### config.mk
export PLATFORM = sky130hd
export DESIGN_NAME = mfp_ahb_ram_wait
export DESIGN_NICKNAME = d
export VERILOG_FILES = /design/src/rtl/mfp_ahb_ram_wait_pkg.sv /design/src/rtl/mfp_dual_port_ram_be.sv /design/src/rtl/mfp_ahb_ram_wait.sv
export SDC_FILE = /design/constraint.sdc
export NUM_CORES = 2
export LEC_CHECK = 0
export CAP_MARGIN = 25
export CORE_UTILIZATION = 50
export DETAILED_ROUTE_END_ITERATION = 8
export DONT_BUFFER_PORTS = 1
export HOLD_SLACK_MARGIN = 0.12
export PLACE_DENSITY_LB_ADDON = 0.1
export SYNTH_ARGS = -nofsm -noshare
export SYNTH_HDL_FRONTEND = slang
export SYNTH_SLANG_ARGS = --single-unit
### constraint.sdc
create_clock -name HCLK -period 4.4 [get_ports HCLK]
set_input_delay 0.22 -clock HCLK [delete_from_list [all_inputs] [get_ports HCLK]]
set_output_delay 0.22 -clock HCLK [all_outputs]
set_load 0.1 [all_outputs]
### src/rtl/mfp_ahb_ram_wait_pkg.sv
// Shared AHB-Lite codes, FSM state type and lane/alignment helpers for
// the mfp_ahb_ram_wait slave RAM.
package mfp_ahb_ram_wait_pkg;

  localparam logic [1:0] HTRANS_IDLE   = 2'b00;
  localparam logic [1:0] HTRANS_BUSY   = 2'b01;
  localparam logic [1:0] HTRANS_NONSEQ = 2'b10;
  localparam logic [1:0] HTRANS_SEQ    = 2'b11;

  localparam logic [2:0] HSIZE_BYTE = 3'd0;
  localparam logic [2:0] HSIZE_HALF = 3'd1;
  localparam logic [2:0] HSIZE_WORD = 3'd2;

  localparam logic HRESP_OKAY  = 1'b0;
  localparam logic HRESP_ERROR = 1'b1;

  typedef enum logic [1:0] {
    S_IDLE,
    S_WAIT,
    S_ERR1,
    S_ERR2
  } state_t;

  // Little-endian byte-lane enables for a transfer of the given size.
  // Sizes above a word are treated as a full word.
  function automatic logic [3:0] byte_enable(input logic [2:0] size, input logic [1:0] addr_lo);
    case (size)
      HSIZE_BYTE: byte_enable = 4'b0001 << addr_lo;
      HSIZE_HALF: byte_enable = addr_lo[1] ? 4'b1100 : 4'b0011;
      default:    byte_enable = 4'b1111;
    endcase
  endfunction

  function automatic logic unaligned(input logic [2:0] size, input logic [1:0] addr_lo);
    unaligned = (size > HSIZE_WORD) ||
                ((size == HSIZE_HALF) && addr_lo[0]) ||
                ((size == HSIZE_WORD) && (addr_lo != 2'b00));
  endfunction

endpackage

### src/rtl/mfp_dual_port_ram_be.sv
// Simple dual-port RAM with one synchronous read port and one byte-enabled
// write port. Each byte lane is its own array so lane writes stay independent.
// Ports:
//   clk         clock
//   read_addr   word address sampled every edge; read_data valid next cycle
//   read_data   registered read data (old contents on a same-edge write)
//   write_en    commit write_data lanes selected by write_be at write_addr
module mfp_dual_port_ram_be #(
  parameter int ADDR_WIDTH = 6,
  parameter int DATA_WIDTH = 32
) (
  input  logic                      clk,
  input  logic [ADDR_WIDTH-1:0]     read_addr,
  output logic [DATA_WIDTH-1:0]     read_data,
  input  logic                      write_en,
  input  logic [DATA_WIDTH/8-1:0]   write_be,
  input  logic [ADDR_WIDTH-1:0]     write_addr,
  input  logic [DATA_WIDTH-1:0]     write_data
);

  localparam int LANES = DATA_WIDTH / 8;
  localparam int DEPTH = 2 ** ADDR_WIDTH;

  genvar gi;
  generate
    for (gi = 0; gi < LANES; gi++) begin : g_lane
      logic [7:0] mem [DEPTH];
      logic [7:0] lane_rdata_reg;

      always_ff @(posedge clk) begin
        if (write_en && write_be[gi])
          mem[write_addr] <= write_data[gi*8 +: 8];
        lane_rdata_reg <= mem[read_addr];
      end

      assign read_data[gi*8 +: 8] = lane_rdata_reg;
    end
  endgenerate

endmodule

### src/rtl/mfp_ahb_ram_wait.sv
// AHB-Lite slave RAM with pipelined address/data phases, independent read
// and write wait-state counts, byte/half/word writes and a two-cycle ERROR
// response for unaligned transfers.
// Ports:
//   HCLK, HRESETn          clock, async active-low reset
//   HADDR/HSIZE/HTRANS/
//   HWRITE/HSEL            address-phase controls
//   HWDATA                 write data (data phase)
//   HRDATA/HREADY/HRESP    data-phase response
//   HBURST, HMASTLOCK,
//   HPROT, SI_Endian       accepted but unused
module mfp_ahb_ram_wait
  import mfp_ahb_ram_wait_pkg::*;
#(
  parameter int ADDR_WIDTH    = 6,
  parameter int READ_WAIT     = 2,
  parameter int WRITE_WAIT    = 2,
  parameter int ERR_UNALIGNED = 1
) (
  input  logic        HCLK,
  input  logic        HRESETn,
  input  logic [31:0] HADDR,
  input  logic [2:0]  HBURST,
  input  logic        HMASTLOCK,
  input  logic [3:0]  HPROT,
  input  logic        HSEL,
  input  logic [2:0]  HSIZE,
  input  logic [1:0]  HTRANS,
  input  logic [31:0] HWDATA,
  input  logic        HWRITE,
  output logic [31:0] HRDATA,
  output logic        HREADY,
  output logic        HRESP,
  input  logic        SI_Endian
);

  localparam logic [3:0] READ_W  = 4'(READ_WAIT);
  localparam logic [3:0] WRITE_W = 4'(WRITE_WAIT);

  state_t                state_reg;
  logic [3:0]            cnt_reg;
  logic                  pend_reg;
  logic [ADDR_WIDTH+1:0] addr_reg;
  logic [2:0]            size_reg;
  logic                  write_reg;
  logic                  fwd_reg;
  logic [31:0]           fwd_data_reg;
  logic [3:0]            fwd_be_reg;

  logic                  accept;
  logic                  addr_err;
  logic [3:0]            wait_cycles;
  logic                  commit;
  logic [3:0]            commit_be;
  logic                  same_word;
  logic [ADDR_WIDTH-1:0] ram_raddr;
  logic [31:0]           ram_rdata;
  wire  [31:0]           rdata_mux;
  logic                  unused;

  assign unused = &{1'b0, HBURST, HMASTLOCK, HPROT, SI_Endian, HADDR[31:ADDR_WIDTH+2]};

  assign HREADY = (state_reg == S_IDLE) || (state_reg == S_ERR2);
  assign HRESP  = ((state_reg == S_ERR1) || (state_reg == S_ERR2)) ? HRESP_ERROR : HRESP_OKAY;

  assign accept      = HREADY && HSEL && ((HTRANS == HTRANS_NONSEQ) || (HTRANS == HTRANS_SEQ));
  assign addr_err    = (ERR_UNALIGNED != 0) && unaligned(HSIZE, HADDR[1:0]);
  assign wait_cycles = HWRITE ? WRITE_W : READ_W;

  // A pending write finishes in the first S_IDLE cycle after its wait states.
  assign commit    = pend_reg && write_reg && (state_reg == S_IDLE);
  assign commit_be = byte_enable(size_reg, addr_reg[1:0]);
  assign same_word = (HADDR[ADDR_WIDTH+1:2] == addr_reg[ADDR_WIDTH+1:2]);

  // Look up the new address on an accepting edge; otherwise keep re-reading
  // the current one so data holds through wait states.
  assign ram_raddr = accept ? HADDR[ADDR_WIDTH+1:2] : addr_reg[ADDR_WIDTH+1:2];

  mfp_dual_port_ram_be #(
    .ADDR_WIDTH (ADDR_WIDTH),
    .DATA_WIDTH (32)
  ) u_ram (
    .clk        (HCLK),
    .read_addr  (ram_raddr),
    .read_data  (ram_rdata),
    .write_en   (commit),
    .write_be   (commit_be),
    .write_addr (addr_reg[ADDR_WIDTH+1:2]),
    .write_data (HWDATA)
  );

  // The RAM returns pre-write contents when a read is accepted on the edge
  // that commits a write to the same word; patch the written lanes for the
  // one cycle where that stale word is visible.
  genvar gi;
  generate
    for (gi = 0; gi < 4; gi++) begin : g_fwd
      assign rdata_mux[gi*8 +: 8] = (fwd_reg && fwd_be_reg[gi]) ? fwd_data_reg[gi*8 +: 8]
                                                                 : ram_rdata[gi*8 +: 8];
    end
  endgenerate

  assign HRDATA = rdata_mux;

  always_ff @(posedge HCLK or negedge HRESETn) begin
    if (!HRESETn) begin
      state_reg    <= S_IDLE;
      cnt_reg      <= 4'd0;
      pend_reg     <= 1'b0;
      addr_reg     <= '0;
      size_reg     <= 3'd0;
      write_reg    <= 1'b0;
      fwd_reg      <= 1'b0;
      fwd_data_reg <= 32'd0;
      fwd_be_reg   <= 4'd0;
    end else begin
      fwd_reg      <= accept && !HWRITE && !addr_err && commit && same_word;
      fwd_data_reg <= HWDATA;
      fwd_be_reg   <= commit_be;

      case (state_reg)
        // S_ERR2 drives HREADY high, so it accepts a new address phase too.
        S_IDLE, S_ERR2: begin
          state_reg <= S_IDLE;
          pend_reg  <= 1'b0;
          if (accept) begin
            addr_reg  <= HADDR[ADDR_WIDTH+1:0];
            size_reg  <= HSIZE;
            write_reg <= HWRITE;
            if (addr_err) begin
              state_reg <= S_ERR1;
            end else begin
              pend_reg <= 1'b1;
              if (wait_cycles != 4'd0) begin
                state_reg <= S_WAIT;
                cnt_reg   <= wait_cycles - 4'd1;
              end
            end
          end
        end
        S_WAIT: begin
          if (cnt_reg == 4'd0)
            state_reg <= S_IDLE;
          else
            cnt_reg <= cnt_reg - 4'd1;
        end
        S_ERR1:  state_reg <= S_ERR2;
        default: state_reg <= S_IDLE;
      endcase
    end
  end

endmodule

# ---- After elaboration in Yosys (flattened, before gate mapping)
# Memory sizes are Yosys's and may differ from the RTL's. A register that Yosys moved wholly into a read port is not among the register bits.
# Cells that the tools add are included.
dict set report word_totals {
  regBits 56
  ram_bits 2048
  inputBits 82
  out_inout_bits 34
  elab_cells 88
  n_memories 4
}
dict set report classes {
  add_sub_neg 1
  order_cmp 1
  eq_ne 13
  shifts 1
  n_mux 26
  reduce_logical 33
}
# name words width rd rd_clocked_by_memory_dff wr line
set memory_table {}
lappend memory_table {{u_ram.g_lane[0].mem} 64 8 1 1 1 mfp_dual_port_ram_be.sv:27} ;# logic [7:0] mem [DEPTH];
lappend memory_table {{u_ram.g_lane[1].mem} 64 8 1 1 1 mfp_dual_port_ram_be.sv:27}
lappend memory_table {{u_ram.g_lane[2].mem} 64 8 1 1 1 mfp_dual_port_ram_be.sv:27}
lappend memory_table {{u_ram.g_lane[3].mem} 64 8 1 1 1 mfp_dual_port_ram_be.sv:27}
# op n
set ops {}
lappend ops {{$mux W8} 4}
lappend ops {{$logic_and A1 B1 Y1} 18}
lappend ops {{$mux W4} 4}
lappend ops {{$pmux W4 S2} 2}
lappend ops {{$mux W1} 11}
lappend ops {{$eq A2 B2 Y1 const B} 4}
lappend ops {{$ne A2 B2 Y1 const B} 4}
lappend ops {{$eq A3 B1 Y1 const B} 2}
lappend ops {{$eq A6 B6 Y1} 1}
lappend ops {{$mux W2} 3}
lappend ops {{$mux W6} 1}
lappend ops {{$pmux W2 S3} 1}
lappend ops {{$logic_or A1 B1 Y1} 5}
lappend ops {{$logic_not A4 Y1} 1}
lappend ops {{$reduce_and A4 Y1} 1}
lappend ops {{$reduce_bool A2 Y1} 2}
lappend ops {{$shl A1 B2 Y4 const A} 1}
lappend ops {{$sub A4 B1 Y4 const B} 1}
lappend ops {{$eq A3 B2 Y1 const B} 1}
lappend ops {{$gt A3 B2 Y1 const B} 1}
lappend ops {{$logic_not A3 Y1} 1}
lappend ops {{$eq A2 B1 Y1 const B} 1}
lappend ops {{$logic_not A1 Y1} 2}
lappend ops {{$logic_not A2 Y1} 1}
lappend ops {{other kinds (2)} 2}

# ---- Depth between registers and ports, before layout
dict set report depth {
  word_depth 8
  ltp_mapped 16
  ltp_nobuf 10
}

# ---- Modules after synthesis
# Synthesis repeated with hierarchy kept, for this count alone.
dict set report unflattened {
  hier_cells 3842
  area_unflattened_um2 81809.7
}
# module n_inst cells_each area_per_inst_um2 seq_area_each_um2
set by_module_without_submodules {}
lappend by_module_without_submodules {mfp_dual_port_ram_be 1 3661 79354.9 62139.6}
lappend by_module_without_submodules {mfp_ahb_ram_wait 1 181 2454.9 1401.3}

# ---- Least setup slack after synthesis
# Ideal clock, no wire load.
dict set report synth_timing {
  path_kind {flip-flop to flip-flop}
  startpoint {register state_reg[0]}
  endpoint {register u_ram.g_lane[0].lane_rdata_reg[2] (read register of u_ram.g_lane[0].mem)}
  setup_ns 0.130
  arrival_ns 2.882
  required_ns 4.270
  setup_slack_ns 1.388
  path_stages_with_launch 13
  n_path_buf 5
  period_less_slack_ns 3.012
  path_cell_list {dfrtp_1 -> inv_1 -> ha_1 -> buf_6 -> nand3b_4 -> buf_6 -> a21oi_2 -> buf_6 -> buf_6 -> buf_2 -> mux4_2 -> a2111oi_0 -> o31ai_1}
}
dict set report synth_via {
  elab_chain_len 5
  word_cells_on_any_way 6
  cone_classes {eq/ne: 1; mux: 1; reduce/logical: 4}
}
# element line
set synth_lines {}
lappend synth_lines {{from (decl)} mfp_ahb_ram_wait.sv:40} ;# state_t state_reg;
lappend synth_lines {{from (signal assigned)} mfp_ahb_ram_wait.sv:107} ;# state_reg <= S_IDLE;
lappend synth_lines {{from (signal assigned)} mfp_ahb_ram_wait.sv:124} ;# state_reg <= S_IDLE;
lappend synth_lines {{from (signal assigned)} mfp_ahb_ram_wait.sv:131} ;# state_reg <= S_ERR1;
lappend synth_lines {{$eq A2 B2 Y1 / $logic_not A2 Y1 (equally long branches)} mfp_ahb_ram_wait.sv:63} ;# assign HREADY = (state_reg == S_IDLE) || (state_reg == S_ERR2);
lappend synth_lines {{$logic_or A1 B1 Y1 *} mfp_ahb_ram_wait.sv:63}
lappend synth_lines {{$logic_and A1 B1 Y1 * (2 in series)} mfp_ahb_ram_wait.sv:66} ;# assign accept = HREADY && HSEL && ((HTRANS == HTRANS_NONSEQ) || (HTRANS == HTRANS_SEQ));
lappend synth_lines {{$mux W6 *} mfp_ahb_ram_wait.sv:77} ;# assign ram_raddr = accept ? HADDR[ADDR_WIDTH+1:2] : addr_reg[ADDR_WIDTH+1:2];
lappend synth_lines {{to (decl)} mfp_dual_port_ram_be.sv:28} ;# logic [7:0] lane_rdata_reg;
# Mark *: on every way between the ends. The rest lies on a longest branch, timed or not.
# A chain may end at the register's enable or synchronous reset.

# ---- Worst setup path in the final report
dict set report layout_timing {
  startpoint {register state_reg[0]}
  endpoint {register u_ram.g_lane[3].lane_rdata_reg[7] (read register of u_ram.g_lane[3].mem)}
}
dict set report layout_via {
  elab_chain_len 5
  word_cells_on_any_way 6
  cone_classes {eq/ne: 1; mux: 1; reduce/logical: 4}
}
# element line
set layout_lines {}
lappend layout_lines {{$eq A2 B2 Y1 / $logic_not A2 Y1 (equally long branches)} mfp_ahb_ram_wait.sv:63}
lappend layout_lines {{$logic_or A1 B1 Y1 *} mfp_ahb_ram_wait.sv:63}
lappend layout_lines {{$logic_and A1 B1 Y1 * (2 in series)} mfp_ahb_ram_wait.sv:66}
lappend layout_lines {{$mux W6 *} mfp_ahb_ram_wait.sv:77}
lappend layout_lines {{to (decl)} mfp_dual_port_ram_be.sv:28}
# Marked as above.

==> metrics <==
status=completed; maximum capacitance violations=0; largest net degree at the start of global routing=75; fin nets=approximately 5200; Critical Path, Cell by Cell=inv_1 -> ha_1 -> nand3b_4 -> mux2_2 -> nand2b_4 -> buf_4 -> buf_4 -> o22ai_1 -> a2111oi_0 -> buf_4 -> a22o_1 -> o21ai_0; H-Tree Depth=4; clock latency on the worst-skew pair=about 0.86 ns; Synth Area per Inst=17.3 um^2; clock sink total=2136; IO Count=about 120; fin cells=7513; Synth-to-Final Area Change=15.3%; WP data arrival=4.90 ns; grt ovf=0; Setup crit end kind=register; slew margin rel.=24.5%; CTS Buf Count=213; Initial DRT Pass Iterations=9; mapped cell area=82600 um^2; Max VDD drop=0.000614 V; placer congestion estimate=between 0.8 and 0.9; RSZ-0062 raised after global routing=false; Post-DRT Antenna Nets=0; share of layout cells above drive strength 1=18.6%; initial antenna violation count=31; final worst-path cycle share=between 90% and 100%; post-synthesis sequential area ratio=76.9%; maximum buffer depth of the clock tree=3; register bit total from synthesis=2136; Routed Wire Length=244 mm; Pleak=31.8 nW; max reg flops=2048; HPWL Detailed=approximately 150 mm; post-route cell area=95300 um^2; vias in the first global route=45200; Max Clock Skew=0.0241 ns; fill count=between 10000 and 15000; global-route wire length before repair=343 mm; Worst Path Max Fanout=19; GR Util met3=approximately 7.4%; Crit Path Category=register to register; die footprint=167000 um^2; CORE AREA=164000 um^2; Yosys top cell by area=edfxtp_1; dpl cell area=87000 um^2; slowest CP cell=a2111oi_0; die width=409 um; Setup TNS=0 ns; Startpoint Class=register; Placed Instances=7001; # DRC=0; ys async rst share=2.62%; worst hold path class=input pin to register; leading cell types in the layout, fill and taps excluded=2048 x edfxtp_1, 626 x nand2_1, 307 x buf_4, 275 x nor2_1, 273 x mux2i_1; most used cell, CP=buf_4; vias per inst=approximately 6.2; setup slack, reg-to-reg=0.21 ns; M1 GR Usage=41.8%; GRT busiest layer=met2; Worst-Margin Slew=1.13 ns; Post-synth EDFFs=2048; initial core utilization=roughly 50%; Storage cell area=63500 um^2; achievable frequency=239 MHz; top_reg_cell synth=edfxtp_1; min cycle time layout=4.19 ns; Cell variety after synth=56; pwr dens=~640 nW/um^2; clock tree from TritonCTS=built; PortBufs=0; cells after synthesis=~4800; Root Buffer=clkbuf_16; commonest non-fill, non-tap cell in the layout=edfxtp_1; Multi-input gate area=17700 um^2; clock-pin slew on the worst setup and hold paths=0.06 ns; max-slew violations=0; top cells by area, synth=edfxtp_1 74%, mux4_2 6.5%, mux2i_1 3.4%, nand2_1 2.9%, dfrtp_1 1.7%; DR WL/cell=32.4 um; Critical Path RT=about 5.1 ns; Die Span Y=409 um; Iter 0 DRT Violations=6109; Final Hold Vio Count=0; Final setup viols=0; Vias=roughly 47000; CP peak stage delay=0.65 ns; met2 Use GR=43.7%; # rows=about 150; Yosys warning count=0; post-synth top area share=74.4%; Post-Syn Nets=~5000; Total GRT Usage=29.1%
-- critical path, delay by kind of cell (launching register included) --
| kind | cells | cell delay, ns |
|---|---|---|
| compound gates | 4 | 1.08 |
| buf+inv | 4 | 1.03 |
| mux | 1 | 0.56 |
| simple gates | 2 | 0.54 |
| fa+ha+maj | 1 | 0.43 |
| flops | 1 | 0.40 |
-- where the power goes --
group          leakage (nW)  switching [mW]  total [mW]  internal (mW)
clock network          3.29            7.72        17.7           9.93
registers              19.3           0.401        23.0           22.6
logic                  9.20            13.0        19.9           6.90
total                  31.8            21.1        60.5           39.4
-- per-layer routing --
layer	share of wire, %	routed length, um	vias to the layer above
met4	3.4	8310	38
met5	0.13	321	-
li1	-	-	19500
met3	9.5	23300	455
met1	41	101000	24400
met2	45	111000	2219
-- cells by family (layout without fill, tap and decap cells) --
family | Yosys count | in the layout | synth area share (%)
and+or+nand+nor | 1106 | 1106 | 5.51
other | 0 | 13 | 0
xor gates and xnor gates | 7 | 7 | 0.0742
DFF | 2136 | 2136 | 76.9
AOI/OAI and AO/OA | 651 | 651 | 5.03
muxes | 566 | 566 | 10.5
buffers and inverters | 302 | 853 | 1.90
adders and majority gates | 6 | 6 | 0.0908
-- cell type report --
class | instances | share of cell area [%]
sequential | 2136 | 66.7
timing repair buffer | 431 | 4.73
tap | 2175 | 2.85
clock inverter | 109 | 1.02
inverter | 18 | 0.0866
clock buffer | 295 | 6.07
multi-input combinational | 2336 | 18.5
antenna | 13 | 0.0341
-- synth_stat cells (3+ instances only) --
| master | n |
|---|---|
| edfxtp_1 | 2048 |
| nand2_1 | 634 |
| mux2i_1 | 278 |
| nor2_1 | 277 |
| a21oi_1 | 268 |
| mux4_2 | 237 |
| clkbuf_1 | 136 |
| o22ai_1 | 125 |
| nand3_1 | 93 |
| a22oi_1 | 85 |
| buf_2 | 56 |
| dfrtp_1 | 56 |
| nor4_1 | 54 |
| mux2_2 | 51 |
| buf_4 | 37 |
| dfxtp_1 | 32 |
| a22o_1 | 28 |
| buf_1 | 26 |
| buf_6 | 26 |
| o21ai_0 | 25 |
| a2111oi_0 | 23 |
| a31oi_1 | 21 |
| a32oi_1 | 21 |
| inv_1 | 16 |
| a211oi_1 | 14 |
| nand2b_1 | 10 |
| nor3_1 | 10 |
| a2111oi_1 | 8 |
| a221oi_1 | 8 |
| a311oi_1 | 7 |
| ha_1 | 6 |
| a32o_1 | 5 |
| xor2_1 | 5 |
| and3_1 | 4 |
| nor3b_1 | 4 |
| or4_1 | 4 |
| a2111oi_2 | 3 |
| a221o_1 | 3 |
| buf_8 | 3 |
| nand3b_1 | 3 |
-- metrics by stage --
stage                     setup WS, ns  hold WS [ns]  total power, mW  util (%)
after detailed placement         0.261       -0.0737             42.4      53.2
after global placement           0.353       -0.0733             42.4      53.2
after global routing            0.0629         0.177             62.4      58.3
after CTS                        0.193         0.122             60.5      58.2
after floorplan                   1.39       -0.0756             35.2         -
final                            0.209         0.266             60.5      58.3
-- final timing paths --
check / startpoint / to / cells after the start
max: state_reg[0] / u_ram.g_lane[3].lane_rdata_reg[7] / 12
min: HSEL / addr_reg[4] / 3
max reg2reg: state_reg[0] / u_ram.g_lane[3].lane_rdata_reg[7] / 12
min reg2reg: pend_reg / pend_reg / 2
max in group asynchronous: HRESETn / fwd_data_reg[18] / 4
min in group asynchronous: HRESETn / fwd_data_reg[12] / 4
-- repair_timing --
item	CTS	global route
hold endpoints to repair	2180	0
setup endpoints to repair	0	1
hold buffers	89	0
setup buffers	0	5
gates resized for setup	0	3
No activity file was read; power rests on OpenSTA's default activity.
